--- src/rtl/clint_pkg.sv ---
// Shared definitions for the core-local interruptor: register offsets, AXI
// constants, channel FSM states and small datapath helpers.
package clint_pkg;

  localparam logic [15:0] MSIP_OFF        = 16'h0000;
  localparam logic [15:0] MTIMECMP_LO_OFF = 16'h4000;
  localparam logic [15:0] MTIMECMP_HI_OFF = 16'h4004;
  localparam logic [15:0] MTIME_LO_OFF    = 16'hBFF8;
  localparam logic [15:0] MTIME_HI_OFF    = 16'hBFFC;

  localparam logic [1:0] AXI_RESP_OKAY = 2'b00;
  localparam logic [1:0] BURST_FIXED   = 2'b00;

  typedef enum logic {
    R_IDLE,
    R_DATA
  } r_state_t;

  typedef enum logic [1:0] {
    W_IDLE,
    W_DATA,
    W_RESP
  } w_state_t;

  // INCR and WRAP both step by one word and roll over inside the 16-bit window.
  function automatic logic [15:0] next_offset(input logic [15:0] off, input logic [1:0] burst);
    return (burst == BURST_FIXED) ? off : off + 16'd4;
  endfunction

  function automatic logic [31:0] merge_bytes(input logic [31:0] old_val,
                                              input logic [31:0] new_val,
                                              input logic [3:0]  strb);
    logic [31:0] res;
    for (int i = 0; i < 4; i++) begin
      res[8*i +: 8] = strb[i] ? new_val[8*i +: 8] : old_val[8*i +: 8];
    end
    return res;
  endfunction

endpackage

--- src/rtl/clint_timer.sv ---
// Free-running mtime counter with prescaler, mtimecmp register and the
// registered machine timer interrupt.
module clint_timer
  import clint_pkg::*;
#(
  parameter int unsigned TICK_DIV = 1
) (
  input  logic        clk,
  input  logic        rst,
  input  logic        mtime_lo_we,
  input  logic        mtime_hi_we,
  input  logic        mtimecmp_lo_we,
  input  logic        mtimecmp_hi_we,
  input  logic [31:0] wdata,
  input  logic [3:0]  wstrb,
  output logic [63:0] mtime,
  output logic [63:0] mtimecmp,
  output logic        timer_irq
);

  localparam logic [31:0] PRESC_MAX = 32'(TICK_DIV - 1);

  logic [31:0] presc;
  logic        tick;
  logic [63:0] mtime_next;
  logic [63:0] mtimecmp_next;

  assign tick = (presc == PRESC_MAX);

  // A bus write to either mtime half swallows that cycle's increment.
  always_comb begin
    mtime_next    = mtime;
    mtimecmp_next = mtimecmp;
    if (mtime_lo_we || mtime_hi_we) begin
      if (mtime_lo_we) mtime_next[31:0]  = merge_bytes(mtime[31:0], wdata, wstrb);
      if (mtime_hi_we) mtime_next[63:32] = merge_bytes(mtime[63:32], wdata, wstrb);
    end else if (tick) begin
      mtime_next = mtime + 64'd1;
    end
    if (mtimecmp_lo_we) mtimecmp_next[31:0]  = merge_bytes(mtimecmp[31:0], wdata, wstrb);
    if (mtimecmp_hi_we) mtimecmp_next[63:32] = merge_bytes(mtimecmp[63:32], wdata, wstrb);
  end

  always_ff @(posedge clk) begin
    if (rst) begin
      presc     <= '0;
      mtime     <= '0;
      mtimecmp  <= '1;
      timer_irq <= 1'b0;
    end else begin
      presc     <= tick ? '0 : presc + 32'd1;
      mtime     <= mtime_next;
      mtimecmp  <= mtimecmp_next;
      timer_irq <= (mtime_next >= mtimecmp_next);
    end
  end

endmodule

--- src/rtl/axi_clint.sv ---
// AXI4 slave front end of the core-local interruptor: independent read and
// write channel FSMs, register decode, msip storage and the timer instance.
module axi_clint
  import clint_pkg::*;
#(
  parameter int unsigned TICK_DIV = 1
) (
  input  logic        clk,
  input  logic        rst,
  input  logic        arvalid,
  input  logic [31:0] araddr,
  input  logic [7:0]  arlen,
  input  logic [2:0]  arsize,
  input  logic [1:0]  arburst,
  input  logic [3:0]  arcache,
  input  logic [5:0]  arid,
  input  logic        arlock,
  output logic        arready,
  output logic        rvalid,
  output logic [31:0] rdata,
  output logic [1:0]  rresp,
  output logic        rlast,
  output logic [5:0]  rid,
  input  logic        rready,
  input  logic        awvalid,
  input  logic [31:0] awaddr,
  input  logic [7:0]  awlen,
  input  logic [2:0]  awsize,
  input  logic [1:0]  awburst,
  input  logic [3:0]  awcache,
  input  logic [5:0]  awid,
  input  logic        awlock,
  output logic        awready,
  input  logic        wvalid,
  input  logic [31:0] wdata,
  input  logic [3:0]  wstrb,
  input  logic        wlast,
  output logic        wready,
  output logic        bvalid,
  output logic [1:0]  bresp,
  output logic [5:0]  bid,
  input  logic        bready,
  output logic [63:0] mtime,
  output logic        m_interrupt_timer,
  output logic        m_interrupt_software
);

  r_state_t    r_state, r_state_next;
  w_state_t    w_state, w_state_next;
  logic [15:0] r_addr, w_addr;
  logic [1:0]  r_burst, w_burst;
  logic [8:0]  r_beats;
  logic        msip;
  logic [63:0] mtimecmp;
  logic        ar_hs, r_hs, aw_hs, w_hs;
  logic [15:0] ar_off, aw_off, r_next_off;
  logic        unused_bits;

  assign unused_bits = ^{araddr[31:16], araddr[1:0], arsize, arcache, arlock,
                         awaddr[31:16], awaddr[1:0], awsize, awcache, awlock, awlen};

  assign ar_off     = {araddr[15:2], 2'b00};
  assign aw_off     = {awaddr[15:2], 2'b00};
  assign r_next_off = next_offset(r_addr, r_burst);
  assign ar_hs      = arvalid && arready;
  assign r_hs       = rvalid && rready;
  assign aw_hs      = awvalid && awready;
  assign w_hs       = wvalid && wready;

  assign rresp                = AXI_RESP_OKAY;
  assign bresp                = AXI_RESP_OKAY;
  assign m_interrupt_software = msip;

  function automatic logic [31:0] read_reg(input logic [15:0] off, input logic msip_v,
                                           input logic [63:0] t, input logic [63:0] c);
    case (off)
      MSIP_OFF:        return {31'd0, msip_v};
      MTIMECMP_LO_OFF: return c[31:0];
      MTIMECMP_HI_OFF: return c[63:32];
      MTIME_LO_OFF:    return t[31:0];
      MTIME_HI_OFF:    return t[63:32];
      default:         return 32'd0;
    endcase
  endfunction

  always_comb begin
    r_state_next = r_state;
    arready      = 1'b0;
    rvalid       = 1'b0;
    rlast        = 1'b0;
    case (r_state)
      R_IDLE: begin
        arready = !rst;
        if (arvalid && !rst) r_state_next = R_DATA;
      end
      R_DATA: begin
        rvalid = 1'b1;
        rlast  = (r_beats == 9'd1);
        if (rready && rlast) r_state_next = R_IDLE;
      end
      default: r_state_next = R_IDLE;
    endcase
  end

  // Read data is captured when a beat starts so it holds steady while stalled.
  always_ff @(posedge clk) begin
    if (rst) begin
      r_state <= R_IDLE;
      r_addr  <= '0;
      r_burst <= '0;
      r_beats <= '0;
      rid     <= '0;
      rdata   <= '0;
    end else begin
      r_state <= r_state_next;
      if (ar_hs) begin
        r_addr  <= ar_off;
        r_burst <= arburst;
        r_beats <= {1'b0, arlen} + 9'd1;
        rid     <= arid;
        rdata   <= read_reg(ar_off, msip, mtime, mtimecmp);
      end else if (r_hs) begin
        r_addr  <= r_next_off;
        r_beats <= r_beats - 9'd1;
        rdata   <= rlast ? 32'd0 : read_reg(r_next_off, msip, mtime, mtimecmp);
      end
    end
  end

  always_comb begin
    w_state_next = w_state;
    awready      = 1'b0;
    wready       = 1'b0;
    bvalid       = 1'b0;
    case (w_state)
      W_IDLE: begin
        awready = !rst;
        if (awvalid && !rst) w_state_next = W_DATA;
      end
      W_DATA: begin
        wready = 1'b1;
        if (wvalid && wlast) w_state_next = W_RESP;
      end
      W_RESP: begin
        bvalid = 1'b1;
        if (bready) w_state_next = W_IDLE;
      end
      default: w_state_next = W_IDLE;
    endcase
  end

  always_ff @(posedge clk) begin
    if (rst) begin
      w_state <= W_IDLE;
      w_addr  <= '0;
      w_burst <= '0;
      bid     <= '0;
      msip    <= 1'b0;
    end else begin
      w_state <= w_state_next;
      if (aw_hs) begin
        w_addr  <= aw_off;
        w_burst <= awburst;
        bid     <= awid;
      end else if (w_hs) begin
        w_addr <= next_offset(w_addr, w_burst);
      end
      if (w_hs && (w_addr == MSIP_OFF) && wstrb[0]) msip <= wdata[0];
    end
  end

  clint_timer #(
    .TICK_DIV(TICK_DIV)
  ) u_timer (
    .clk            (clk),
    .rst            (rst),
    .mtime_lo_we    (w_hs && (w_addr == MTIME_LO_OFF)),
    .mtime_hi_we    (w_hs && (w_addr == MTIME_HI_OFF)),
    .mtimecmp_lo_we (w_hs && (w_addr == MTIMECMP_LO_OFF)),
    .mtimecmp_hi_we (w_hs && (w_addr == MTIMECMP_HI_OFF)),
    .wdata          (wdata),
    .wstrb          (wstrb),
    .mtime          (mtime),
    .mtimecmp       (mtimecmp),
    .timer_irq      (m_interrupt_timer)
  );

endmodule

--- config.mk ---
export PLATFORM = sky130hd
export DESIGN_NAME = axi_clint
export DESIGN_NICKNAME = d
export VERILOG_FILES = /design/src/rtl/clint_pkg.sv /design/src/rtl/clint_timer.sv /design/src/rtl/axi_clint.sv
export SDC_FILE = /design/constraint.sdc
export NUM_CORES = 1
export LEC_CHECK = 0
export CORE_UTILIZATION = 45
export DETAILED_ROUTE_END_ITERATION = 16
export PLACE_DENSITY = 0.7
export SYNTH_ARGS = -nofsm -noshare
export SYNTH_HDL_FRONTEND = slang
export SYNTH_SLANG_ARGS = --single-unit
--- constraint.sdc ---
create_clock -name clk -period 4.6 [get_ports clk]
set_clock_uncertainty 0.15 [all_clocks]
set_input_delay 0.92 -clock clk [delete_from_list [all_inputs] [get_ports clk]]
set_output_delay 0.92 -clock clk [all_outputs]
set_load 0.05 [all_outputs]
; ---- Word level (Yosys, flattened, before mapping)
; Index checks and enable logic that the tools add are counted.
[totals]
input_bits = 156
regBits = 254
elab_cells = 124
output_inout_bits = 120
[op_classes]
eq_ne = 19
bitwise = 2
order_cmp = 1
n_addsub = 6
mux = 48
reduce_logical = 31
[op_table]
columns = operator, n
row1 = case mux 32 bit (5 select lines), 2
row2 = 2-to-1 mux 32 bit, 7
row3 = 2-to-1 mux 64 bit, 2
row4 = 2-to-1 mux 8 bit, 16
row5 = 2-to-1 mux 16 bit, 6
row6 = adder 64 x 1 -> 64 bit (second input constant), 1
row7 = equality test 16 x 15 -> 1 bit (second input constant), 4
row8 = equality test 16 bit (second input constant), 4
row9 = >= comparator 64 bit, 1
row10 = zero test 16 bit, 3
row11 = adder 16 x 3 -> 16 bit (second input constant), 2
row12 = adder 32 x 1 -> 32 bit (second input constant), 1
row13 = zero test 32 bit, 1
row14 = equality test 14 x 13 -> 1 bit (second input constant), 2
row15 = equality test 14 bit (second input constant), 2
row16 = 2-to-1 mux 9 bit, 2
row17 = logical AND 1 bit, 14
row18 = adder 8 x 1 -> 9 bit (second input constant), 1
row19 = equality test 9 x 1 -> 1 bit (second input constant), 1
row20 = subtractor 9 x 1 -> 9 bit (second input constant), 1
row21 = 2-to-1 mux 1 bit, 8
row22 = != test 2 bit (second input constant), 4
row23 = zero test 2 bit, 3
row24 = 2-to-1 mux 2 bit, 3
row25 = 11 further kinds, 16

; ---- Depth between registers and ports, before layout
; Gate-level depths: netlist of run 1.
[depth]
depth_word = 7
depth_mapped = 18

; ---- Modules after synthesis
; From an unflattened synthesis of run 1, not the netlist that was laid out.
[unflattened]
hier_cells = 1958
hier_area_um2 = 15959.1
[by_module_without_submodules]
columns = mod, cells_each, area_each_um2, instances
row1 = clint_timer, 1111, 9212.6, 1
row2 = axi_clint, 847, 6746.5, 1

; ---- Worst setup path before layout of run 1
; No wires, ideal clock.
[synth_timing]
path_kind = in2reg
from = input wvalid
to = register u_timer.timer_irq
path_slack_ns = 0.650
arrival_ns = 3.680
required_time_ns = 4.330
path_stages = 16
path_buffers = 1
setup_ns = 0.120
cell_sequence = nand3b_1 > nor4b_4 > nand3_1 > clkbuf_1 > nand4_1 > nor2_1 > nor3_1 > nor2_1 > ha_1 > a21o_1 > a21o_1 > a211oi_1 > o21ai_0 > o211ai_1 > a31oi_1 > a211o_1
[synth_between]
elab_chain_cells = 5
[synth_lines]
columns = item, line
row1 = start: declaration, axi_clint.sv:34  ; input logic wvalid,
row2 = logical AND 1 bit *, axi_clint.sv:68  ; assign w_hs = wvalid && wready;
row3 = "logical AND 1 bit, on equally long branches", "axi_clint.sv:178, axi_clint.sv:177"
row4 = 2-to-1 mux 32 bit / logical OR 1 bit (equally long branches), "clint_timer.sv:36, clint_timer.sv:34"
row5 = 2-to-1 mux 64 bit *, clint_timer.sv:34  ; if (mtime_lo_we || mtime_hi_we) begin
row6 = via u_timer.mtime_next[41], clint_timer.sv:25  ; logic [63:0] mtime_next;
row7 = >= comparator 64 bit *, clint_timer.sv:54  ; timer_irq <= (mtime_next >= mtimecmp_next);
row8 = end signal: assignment, clint_timer.sv:54
row9 = end: declaration, clint_timer.sv:18  ; output logic timer_irq
; Mark *: on every way through the listed nets, which the timed path passes. The rest lies on a longest branch.
; A chain may end at the register's enable or synchronous reset.

; ---- Worst setup path in the final report of run 1
[layout_timing]
from = register u_timer.mtime[4]
to = register u_timer.timer_irq
[layout_between]
elab_chain_cells = 4
[layout_lines]
columns = item, line
row1 = start: declaration, clint_timer.sv:16  ; output logic [63:0] mtime,
row2 = start signal: assignment, clint_timer.sv:52  ; mtime <= mtime_next;
row3 = adder 64 x 1 -> 64 bit, clint_timer.sv:38  ; mtime_next = mtime + 64'd1;
row4 = 2-to-1 mux 64 bit, clint_timer.sv:37  ; end else if (tick) begin
row5 = 2-to-1 mux 64 bit, clint_timer.sv:34
row6 = via u_timer.mtime_next[36], clint_timer.sv:25
row7 = >= comparator 64 bit, clint_timer.sv:54
; The timed path passes the listed nets, and every way through them passes these cells.

==> results.md, run 1 <==
* Status: finished, final reports clean
* Routed WL at 58.0 mm
* Rel. slew slack at 0.221
* CP Launch Point: u_timer.mtime[4]
* Logic pwr share at 0.113
* Most common cell after layout, fill and taps aside: dfxtp_1
* Net switching power at 1390 µW
* Clk root buf: clkbuf_16
* Synth Area in Compound Gates at 0.178
* Mapped cell area at 16,200 µm²
* Largest net degree at the start of global routing at 55
* Vias in the first global route at 16,100
* RSZ-0062 raised after global routing: no
* WL met1 at 25.8 mm
* Critical-path cell with the highest stage delay: dfxtp_1
* Crit Path Class: flip-flop to flip-flop
* Max-slew violation count at 0
* CP top delay family: simple AND/OR/NAND/NOR gates
* CTS clk-pin slew, worst paths at 0.06 ns
* WP buf/inv at 2
* Die width at 192 µm
* Max Fclk at 225 MHz
* Height of the chip at 192 µm
* Critical Path RT at 4.91 ns
* P&R area growth vs syn at 28.9%
* Cell internal pwr at 3890 µW
* Initial antenna violation count at 1
* Clock Tree Buf Depth at 3
* Leakage at 0.00859 µW
* Combinational family with the most area after synthesis: simple AND/OR/NAND/NOR gates
* Register-to-register path setup slack at 0.15 ns
* GPL Wtd Cong at 1.00
* Via density at 6.08
* Starting density of the core at 0.456
* Dpl ws at -0.273 ns
* Startpoint types: flip-flop
* CORE AREA at 35,500 µm²
* Post-synthesis mux area share at 0.126
* Final min period at 4.45 ns
* Worst path max stage delay at 0.51 ns
* Clk network pwr share at 0.460
* Layout cell share with drive strength beyond 1 at 0.134
* Via count at 16,600
* Hold wc startpoint: bid[5]
* Number of synthesized flops with an enable pin at 0
* Post-Syn Instances at 1,930
* Wire length per cell at 21.2 µm
* Sw Share at 0.263
* Hold crit path type: flip-flop to flip-flop
* Seq pwr share at 0.427
* Syn. warnings at 0
* Max-Cap Viols at 0
* Most frequent cells in the layout: dfxtp_1 (250), clkdlybuf4s50_1 (209), mux2i_1 (195)
* Arrival time worst endpoint at 4.76 ns
* Final hold vios at 0
* CP endpoint kind: flip-flop
* Std-Cell Rows at 69
* Dpl hpwl at 43.2 mm
* PD cells at 253 nW/µm²
* Global-route wire length before repair at 90.1 mm
* DRT iter0 DRCs at 1,182
* Num CTS Buffers at 30
* Setup violators final at 0
* Final worst-path cycle share at 0.968
* DRC viols at 0
* FF-to-FF Start: u_timer.mtime[4]
* Final net count at 2,480
* Num ports at 276
* Final setup margin at 0.148 ns
* CTS HTree Levels at 1
* Buffers added on ports at 211
* Wire length on met3 at 3.64 mm
* Syn_area_per_cell at 8.39 µm²
* Sink Count at 250
* Xor/xnor share of the synthesized area at 0.0400
* #FFs+latches synth at 250
* Gr usage total at 0.311
* CTS tree: yes
* Simple-gate share of the synthesized area at 0.246
* Clock latency at the later pin of the worst-skew pair at 0.58 ns
* Critical Path Fanout Max at 8
* VDD IR max at 266 µV
* DR pass1 iterations at 5
* Critical path, cell by cell: and4_4 > nand3_1 > nor4_4 > buf_4 > nand4_1 > nor3b_2 > nor3_1 > a211oi_1 > ha_1 > nand2_1 > nor2_1 > a21oi_1 > o21ai_0 > nor2_1 > buf_4 > a31oi_1 > a211o_1
* Antenna-violating nets left at 0
* Adder-Cell Fraction of Synth Area at 0.0580
* Post-synth top flop: dfxtp_1
* Asr flop ratio synth at 0
* GRT overflow at 0
* Synth unique cells at 93
* DIE AREA at 36,700 µm²
* DR top layer: met4
* Wire length on met2 at 26.9 mm
* Worst slew pin tran at 1.17 ns
* Sequential share of the synthesized area at 0.309
* WHS at 0.304 ns
## worst reg2reg max path, delay by kind of cell (launching register included)
kind / cells / cell delay [ns]
simple gates: 9 / 2.00
buf+inv: 2 / 0.40
flops: 1 / 0.51
compound gates: 5 / 0.97
fa+ha+maj: 1 / 0.32
## sequential cells by signal, indices dropped and copies added, names as in the netlist
register / count
rid: 6
rdata: 32
r_burst: 2
r_beats: 9
w_state: 2
u_timer.timer_irq: 1
u_timer.presc: 32
w_addr: 14
w_burst: 2
r_addr: 14
bid: 6
m_interrupt_software: 1
r_state: 1
u_timer.mtime: 64
u_timer.mtimecmp: 64
## routing by layer
layer | vias up | global-route usage
li1 | 7792 | -
met1 | 8052 | 0.421
met2 | 634 | 0.516
met3 | 125 | 0.0354
met4 | 0 | 0.0958
met5 | - | 0
## synth_stat cells, types with 9 or more instances
cell type	number	area (µm²)
dfxtp_1	250	5000
nor3_1	53	265
xor2_1	35	307
o211ai_1	10	75.1
mux2i_1	195	1950
inv_1	30	113
o21ai_0	47	235
o22ai_1	65	407
and3_1	30	188
nor4_1	31	194
a21oi_1	59	295
nand3_1	83	415
ha_1	75	938
a22o_1	31	272
nor3_2	9	90.1
o21a_1	10	75.1
a211oi_1	54	405
buf_2	14	70.1
nand2_1	191	717
clkbuf_1	80	300
a21o_1	48	360
and4_1	15	131
and2_1	51	319
or3_1	12	75.1
nor2_1	184	691
xnor2_1	39	342
buf_4	12	90.1
nand4_1	55	344
## through the flow
stage          setup TNS (ns)  power, µW  instances   util  cell area (µm²)
6_report                    0       5290       2733  0.588            20900
5_1_grt                     0       5430       2733  0.588            20900
4_1_cts                     0       5300       2731  0.587            20800
3_5_place_dp           -0.273       2890       2677  0.559            19800
3_3_place_gp           -0.202       2880       2677  0.559            19800
2_1_floorplan               0       2650       1933      -            16200
## worst paths after layout
check | end | depth (start not counted)
max | u_timer.timer_irq | 17
min | bid[5] | 2
max reg2reg | u_timer.timer_irq | 17
min reg2reg | bid[5] | 2
## power groups by stage
stage / sequential [µW] / clock (µW) / combinational, µW
6_report: 2260 / 2430 / 599
2_1_floorplan: 2310 / 0 / 340
4_1_cts: 2260 / 2460 / 592
3_5_place_dp: 2300 / 0 / 589
3_3_place_gp: 2300 / 0 / 583
5_1_grt: 2260 / 2540 / 630
## cell families after synthesis
group | after synthesis
AND/OR/NAND/NOR | 771
AO/OA/AOI/OAI | 405
flip-flops | 250
multiplexers | 203
buffers and inverters | 151
adder cells (fa/ha/maj) | 75
XOR/XNOR | 74
other | 1
## layout make-up
type / count / area (µm²)
Clock inverter: 13 / 156
Multi-Input combinational cell: 1532 / 10600
Sequential cell: 250 / 5000
Antenna cell: 1 / 2.50
Fill cell: 3148 / 14600
Timing Repair Buffer: 404 / 3610
Inverter: 31 / 116
Tap cell: 461 / 577
Clock buffer: 41 / 842
## timing repair
action                     in CTS  in global routing
resized for setup               0                  1
hold buffers                    0                  0
setup buffers                   0                  1
setup endpoints to repair       0                  1
Power figures use the tool's default switching activity.
==> run 2, diff against run 1 <==
Settings changed: SLEW_MARGIN from default to 20.
Clock period 4.6 ns to 4.2 ns, I/O delays scaled along.
==> results.md, run 2 (same netlist as run 1, synthesis figures left out) <==
* Critical-path cell with the highest stage delay: clkdlybuf4s50_1
* Clock Tree Buf Depth at 3 (unchanged)
* Initial antenna violation count at 0 (-1)
* Die width at 192 µm (unchanged)
* Final hold vios at 0 (unchanged)
* Status: complete, but fails checks
* DRC viols at 0 (unchanged)
* Largest net degree at the start of global routing at 54 (-1.8%)
* DRT iter0 DRCs at 1,265 (+7.0%)
* Final worst-path cycle share at 1.01
* Global-route wire length before repair at 92.1 mm (+2.2%)
* Leakage at 0.00928 µW (+8.0%)
* Via count at 17,100 (+2.9%)
* Wire length per cell at 21.1 µm (-0.51%)
* Failing checks: negative setup slack
* Stages on the worst setup path at 17 (unchanged)
* Routed WL at 60.1 mm (+3.6%)
* Final core occ at 0.623 (+0.0345)
* Fin cells at 2,846 (+4.1%)
* Most frequent cells in the layout: buf_4 (300), dfxtp_1 (249), clkdlybuf4s50_1 (209)
* CTS tree: yes
* Area occupied by multi-input gates at 10,900 µm² (+3.1%)
* Most common cell after layout, fill and taps aside: buf_4
* Hold crit path type: flip-flop to flip-flop
* DIE AREA at 36,700 µm² (unchanged)
* Std-Cell Rows at 69 (unchanged)
* Largest regs: u_timer.mtime (64), u_timer.mtimecmp (64)
* Layout cell share with drive strength beyond 1 at 0.201 (+0.0665)
* Vias in the first global route at 16,600 (+3.5%)
* Dpl hpwl at 44.6 mm (+3.3%)
* Final net count at 2,594 (+4.6%)
* Starting density of the core at 0.456 (unchanged)
* # fillers at 3,057 (-2.9%)
* Clock latency at the later pin of the worst-skew pair at 0.56 ns (-0.02 ns)
* GRT overflow at 0 (unchanged)
* P&R area growth vs syn at 36.4%
* CP endpoint kind: flip-flop
* Max-slew violation count at 0 (unchanged)
* CTS HTree Levels at 1 (unchanged)
* WP buf/inv at 3 (+1)
* Sink Count at 250 (unchanged)
* Post-placement cell count at 2,778 (+3.8%)
* Hold depth at 2 (unchanged)
* CTS clk-pin slew, worst paths at 0.06 ns (about the same)
* Final min period at 4.25 ns
* Max Fclk at 235 MHz
* R2R depth at 15 (-2)
* Gr usage total at 0.319 (+0.00791)
* Critical Path Fanout Max at 5 (-3)
* Crit Path Class: primary input to flip-flop
* Rel. slew slack at 0.459 (+0.238)
* Worst slew pin tran at 0.810 ns (-0.355 ns)
* GPL Wtd Cong at 1.04 (+3.9%)
* Clk root buf: clkbuf_16
* Worst path max stage delay at 0.48 ns (-0.03 ns)
* Critical path, cell by cell: clkdlybuf4s50_1 > nand3b_1 > nor4b_4 > buf_4 > and3_4 > nand2_1 > nor2_1 > a211oi_2 > ha_1 > a21o_1 > a21o_1 > a21oi_1 > o21ai_0 > a21oi_1 > buf_4 > o31ai_2 > a211o_1
* Num ports at 276 (unchanged)
* VDD IR max at 292 µV (+9.9%)
* Startpoint types: primary input
* Sequential cell area at 5010 µm² (about the same)
* PD cells at 265 nW/µm² (+4.5%)
* Arrival time worst endpoint at 4.56 ns (-0.20 ns)
* Hold-fix buffers at CTS at 0 (unchanged)
* Setup violators final at 1 (+1)
* Height of the chip at 192 µm (unchanged)
* CP top delay family: compound AO/OA/AOI/OAI gates
* Via density at 6.00 (-1.2%)
* Critical Path RT at 4.50 ns (-0.41 ns)
* Max-Cap Viols at 0 (unchanged)
* Final setup margin at -0.0539 ns (-0.201 ns)
* Buffers added on ports at 211 (unchanged)
* Antenna-violating nets left at 0 (unchanged)
* Setup TNS Final at -0.0539 ns (-0.0539 ns)
* Dpl cell area at 20,600 µm² (+3.8%)
* Design area at 22,100 µm² (+5.9%)
* DR pass1 iterations at 5 (unchanged)
* CORE AREA at 35,500 µm² (unchanged)
* Total power at 5850 µW (+11%)
* Num CTS Buffers at 29 (-3.3%)
* ANT cells at 0 (-1)
==> run 2: changes by cell type in the layout (fill, tap and decap cells not counted), sizes merged <==
| cell | before | now |
|---|---|---|
| clkinv | 9 | 8 |
| bufinv | 3 | 4 |
| diode | 1 | 0 |
| clkbuf | 41 | 37 |
| buf | 195 | 310 |
| clkinvlp | 2 | 3 |
| inv | 30 | 32 |
==> run 2: per-layer routing <==
| layer | share of wire | track usage | vias up |
|---|---|---|---|
| met3 | 0.076 | 0.0581 | 163 |
| met5 | 0 | 0 | - |
| met2 | 0.46 | 0.526 | 729 |
| met1 | 0.42 | 0.409 | 8164 |
| met4 | 0.038 | 0.129 | 0 |
| li1 | - | - | 8027 |
==> run 2: path summary, 6_finish.rpt <==
kind | endpoint | slack [ns] | from
worst min register to register | w_burst[0] | 0.31 | w_burst[0]
worst max-delay path | u_timer.timer_irq | -0.05 | wvalid
worst min-delay path | w_burst[0] | 0.31 | w_burst[0]
worst max register to register | u_timer.timer_irq | -0.01 | u_timer.presc[4]
==> run 2: report_power, final <==
part           total, µW  leakage (µW)  switching [µW]  internal [µW]
Clock               2700      0.000496            1090           1620
Combinational        671       0.00676             393            279
Sequential          2470       0.00203            56.9           2410
Total               5850       0.00928            1540           4310
==> run 2: worst reg2reg max path, stage by stage, from the launching register on <==
cell      delay, ns
dfxtp_1        0.37
nor4_4         0.34
nand4_1        0.20
or3_4          0.47
nor3_4         0.50
a211oi_2       0.17
a211oi_2       0.22
ha_1           0.30
a21o_1         0.20
a21o_1         0.18
a21oi_1        0.19
o21ai_0        0.14
a21oi_1        0.18
buf_4          0.18
o31ai_2        0.07
a211o_1        0.26
==> run 2: stage by stage <==
stage	setup slack (ns)	hold slack, ns
2_1_floorplan	0.267	0.286
3_3_place_gp	-0.601	0.293
3_5_place_dp	-0.655	0.300
4_1_cts	0.0207	0.309
5_1_grt	-0.0711	0.332
6_report	-0.0539	0.307
==> run 2: repair_timing <==
action	CTS	global route
gates resized for setup	3	78
setup endpoints to repair	1	1
buffers inserted	2	13
endpoints found under the hold margin	0	0
pin swaps	2	34
==> run 2: area by class of cell <==
class / instances / share of cell area
Clock buffer: 37 / 0.0369
Multi-Input combinational cell: 1532 / 0.493
Tap cell: 461 / 0.0261
Inverter: 31 / 0.00527
Sequential cell: 250 / 0.227
Timing Repair Buffer: 519 / 0.203
Clock inverter: 16 / 0.00901
==> run 3, diff against run 2 <==
Settings changed: CORE_MARGIN from default to 2, PLACE_DENSITY 0.7 to 0.76.
==> results.md, run 3 (same netlist as run 1, synthesis figures left out) <==
* CP endpoint kind: flip-flop
* Max-Cap Viols at 0 (unchanged)
* DRC viols at 0 (unchanged)
* Clock Tree Buf Depth at 3 (unchanged)
* R2R depth at 17 (+2)
* Final min period at 4.12 ns (-0.134 ns)
* Most frequent cells in the layout: buf_4 (296), dfxtp_1 (246), clkdlybuf4s50_1 (208)
* Final hold vios at 0 (unchanged)
* FF-to-FF End: u_timer.timer_irq
* Worst setup path endpoint: u_timer.timer_irq
* Clock latency at the later pin of the worst-skew pair at 0.58 ns (+0.02 ns)
* Final net count at 2,591 (-0.12%)
* Die width at 194 µm (+1.0%)
* CTS tree: yes
* DIE AREA at 37,500 µm² (+2.1%)
* Wire length on met3 at 4.31 mm (-5.6%)
* Setup TNS Final at 0 ns (+0.0539 ns)
* CP Launch Point: u_timer.presc[1]
* Critical Path Fanout Max at 7 (+2)
* Global-route wire length before repair at 93.0 mm (+1.0%)
* Max-slew violation count at 0 (unchanged)
* Dpl cell area at 20,600 µm² (+0.18%)
* Leakage at 0.00925 µW (-0.31%)
* WHS at 0.308 ns (+0.000415 ns)
* Sink Count at 250 (unchanged)
* Layout cell share with drive strength beyond 1 at 0.193 (-0.00764)
* Crit Path Class: flip-flop to flip-flop
* FF-to-FF Start: u_timer.presc[1]
* Design area at 22,000 µm² (-0.48%)
* DR pass1 iterations at 8 (+3)
* Clk root buf: clkbuf_16
* Vias in the first global route at 16,700 (+0.38%)
* Height of the chip at 194 µm (+1.0%)
* P&R area growth vs syn at 35.8%
* DR top layer: met4
* VDD IR max at 295 µV (+0.89%)
* CORE AREA at 35,500 µm² (unchanged)
* Wire length on met2 at 27.5 mm (-0.86%)
* # fillers at 3,045 (-0.39%)
* Starting density of the core at 0.456 (unchanged)
* Post-placement cell count at 2,778 (unchanged)
* Rel. slew slack at 0.302 (-0.157)
* Setup violators final at 0 (-1)
* Most common cell after layout, fill and taps aside: buf_4
* Initial antenna violation count at 0 (unchanged)
* Buffers added on ports at 211 (unchanged)
* Hold depth at 2 (unchanged)
* Largest net degree at the start of global routing at 56 (+3.7%)
* Via density at 6.03 (+0.47%)
* Fin cells at 2,842 (-0.14%)
* Num CTS Buffers at 29 (unchanged)
* Num ports at 276 (unchanged)
* Max Fclk at 243 MHz (+3.2%)
* Startpoint types: flip-flop
* Gr usage total at 0.306 (-0.0134)
* Arrival time worst endpoint at 4.42 ns (-0.14 ns)
* CTS HTree Levels at 1 (unchanged)
* Routed WL at 59.5 mm (-1.1%)
* Final worst-path cycle share at 0.981 (-0.0318)
* Worst slew pin tran at 1.04 ns (+0.234 ns)
* RSZ-0062 raised after global routing: yes
* Hold crit path type: flip-flop to flip-flop
* PD cells at 267 nW/µm² (+0.84%)
* Total power at 5870 µW (+0.36%)
* Critical Path RT at 4.50 ns (about the same)
* GPL Wtd Cong at 1.01 (-3.0%)
* Wire length per cell at 20.9 µm (-0.96%)
* DRT iter0 DRCs at 1,415 (+12%)
* WL met1 at 25.2 mm (-1.2%)
* Register-to-register path setup slack at 0.08 ns (+0.09 ns)
* Via count at 17,100 (+0.33%)
* Dpl hpwl at 45.4 mm (+1.7%)
* Status: finished, final reports clean
* GRT overflow at 0 (unchanged)
* Largest regs: u_timer.mtime (64), u_timer.mtimecmp (64)
* Antenna-violating nets left at 0 (unchanged)
* Std-Cell Rows at 69 (unchanged)
* CTS clk-pin slew, worst paths at 0.06 ns (about the same)
* ANT cells at 0 (unchanged)
==> run 3: cell types whose count changed in the layout (fill, tap and decap cells not counted), moves of 3 or more <==
cell / delta
nor4_4: -3
nor3_1: +3
nand3_1: +3
buf_4: -4
buf_12: +3
dfxtp_2: +3
nor3_2: -3
and3_1: +3
dfxtp_1: -3
and3_4: -3
==> run 3: power by group <==
| group | internal [µW] | leakage, µW | total (µW) | switching [µW] |
|---|---|---|---|---|
| Sequential | 2410 | 0.00203 | 2470 | 53.4 |
| Combinational | 282 | 0.00673 | 672 | 390 |
| Clock | 1650 | 0.000497 | 2730 | 1070 |
| Total | 4350 | 0.00925 | 5870 | 1520 |
==> run 3: worst min path at each step <==
stage / startpoint / end / slack, ns
2_1_floorplan: w_burst[0] / w_burst[0] / 0.29
3_3_place_gp: bid[2] / bid[2] / 0.29
3_5_place_dp: bid[0] / bid[0] / 0.30
4_1_cts: bid[0] / bid[0] / 0.31
5_1_grt: bid[3] / bid[3] / 0.32
6_report: w_burst[1] / w_burst[1] / 0.31
==> run 3: worst max-delay path, cell delays in order, from the launching register on <==
cell and delay [ns]:
dfxtp_2 0.33, inv_2 0.06, ha_4 0.13, nor4b_4 0.17
nand4_1 0.22, or3_4 0.50, nor3_4 0.44, a211oi_2 0.13
a211oi_2 0.30, ha_1 0.31, a21o_1 0.17, a21o_1 0.18
a21oi_2 0.15, o21ai_2 0.09, a21oi_2 0.12, buf_4 0.15
o31ai_1 0.08, a211o_1 0.29
==> run 3: timing repair <==
action	in CTS	in global routing
resized for setup	3	57
hold buffers	0	0
setup endpoints to repair	1	1
gates cloned	0	0
pin swaps	1	36
setup buffers	0	12
==> run 3: area by class of cell <==
class	count	area, µm²	area share
Inverter	31	116	0.00529
Multi-Input combinational cell	1532	10800	0.490
Clock inverter	14	204	0.00928
Clock buffer	38	810	0.0368
Timing Repair Buffer	516	4490	0.204
Tap cell	461	577	0.0262
Sequential cell	250	5010	0.228
==> run 3: per-layer routing <==
layer	global-route usage	vias to the layer above
met1	0.397	8251
met3	0.0517	153
met4	0.110	0
met2	0.511	722
met5	0	-
li1	-	8014
==> run 3: per-stage QoR <==
step	worst slack, ns	utilization
after floorplan	0.267	-
after global placement	-0.523	0.582
after detailed placement	-0.592	0.582
after CTS	0.000825	0.611
after global routing	-0.0749	0.620
final	0.0798	0.620
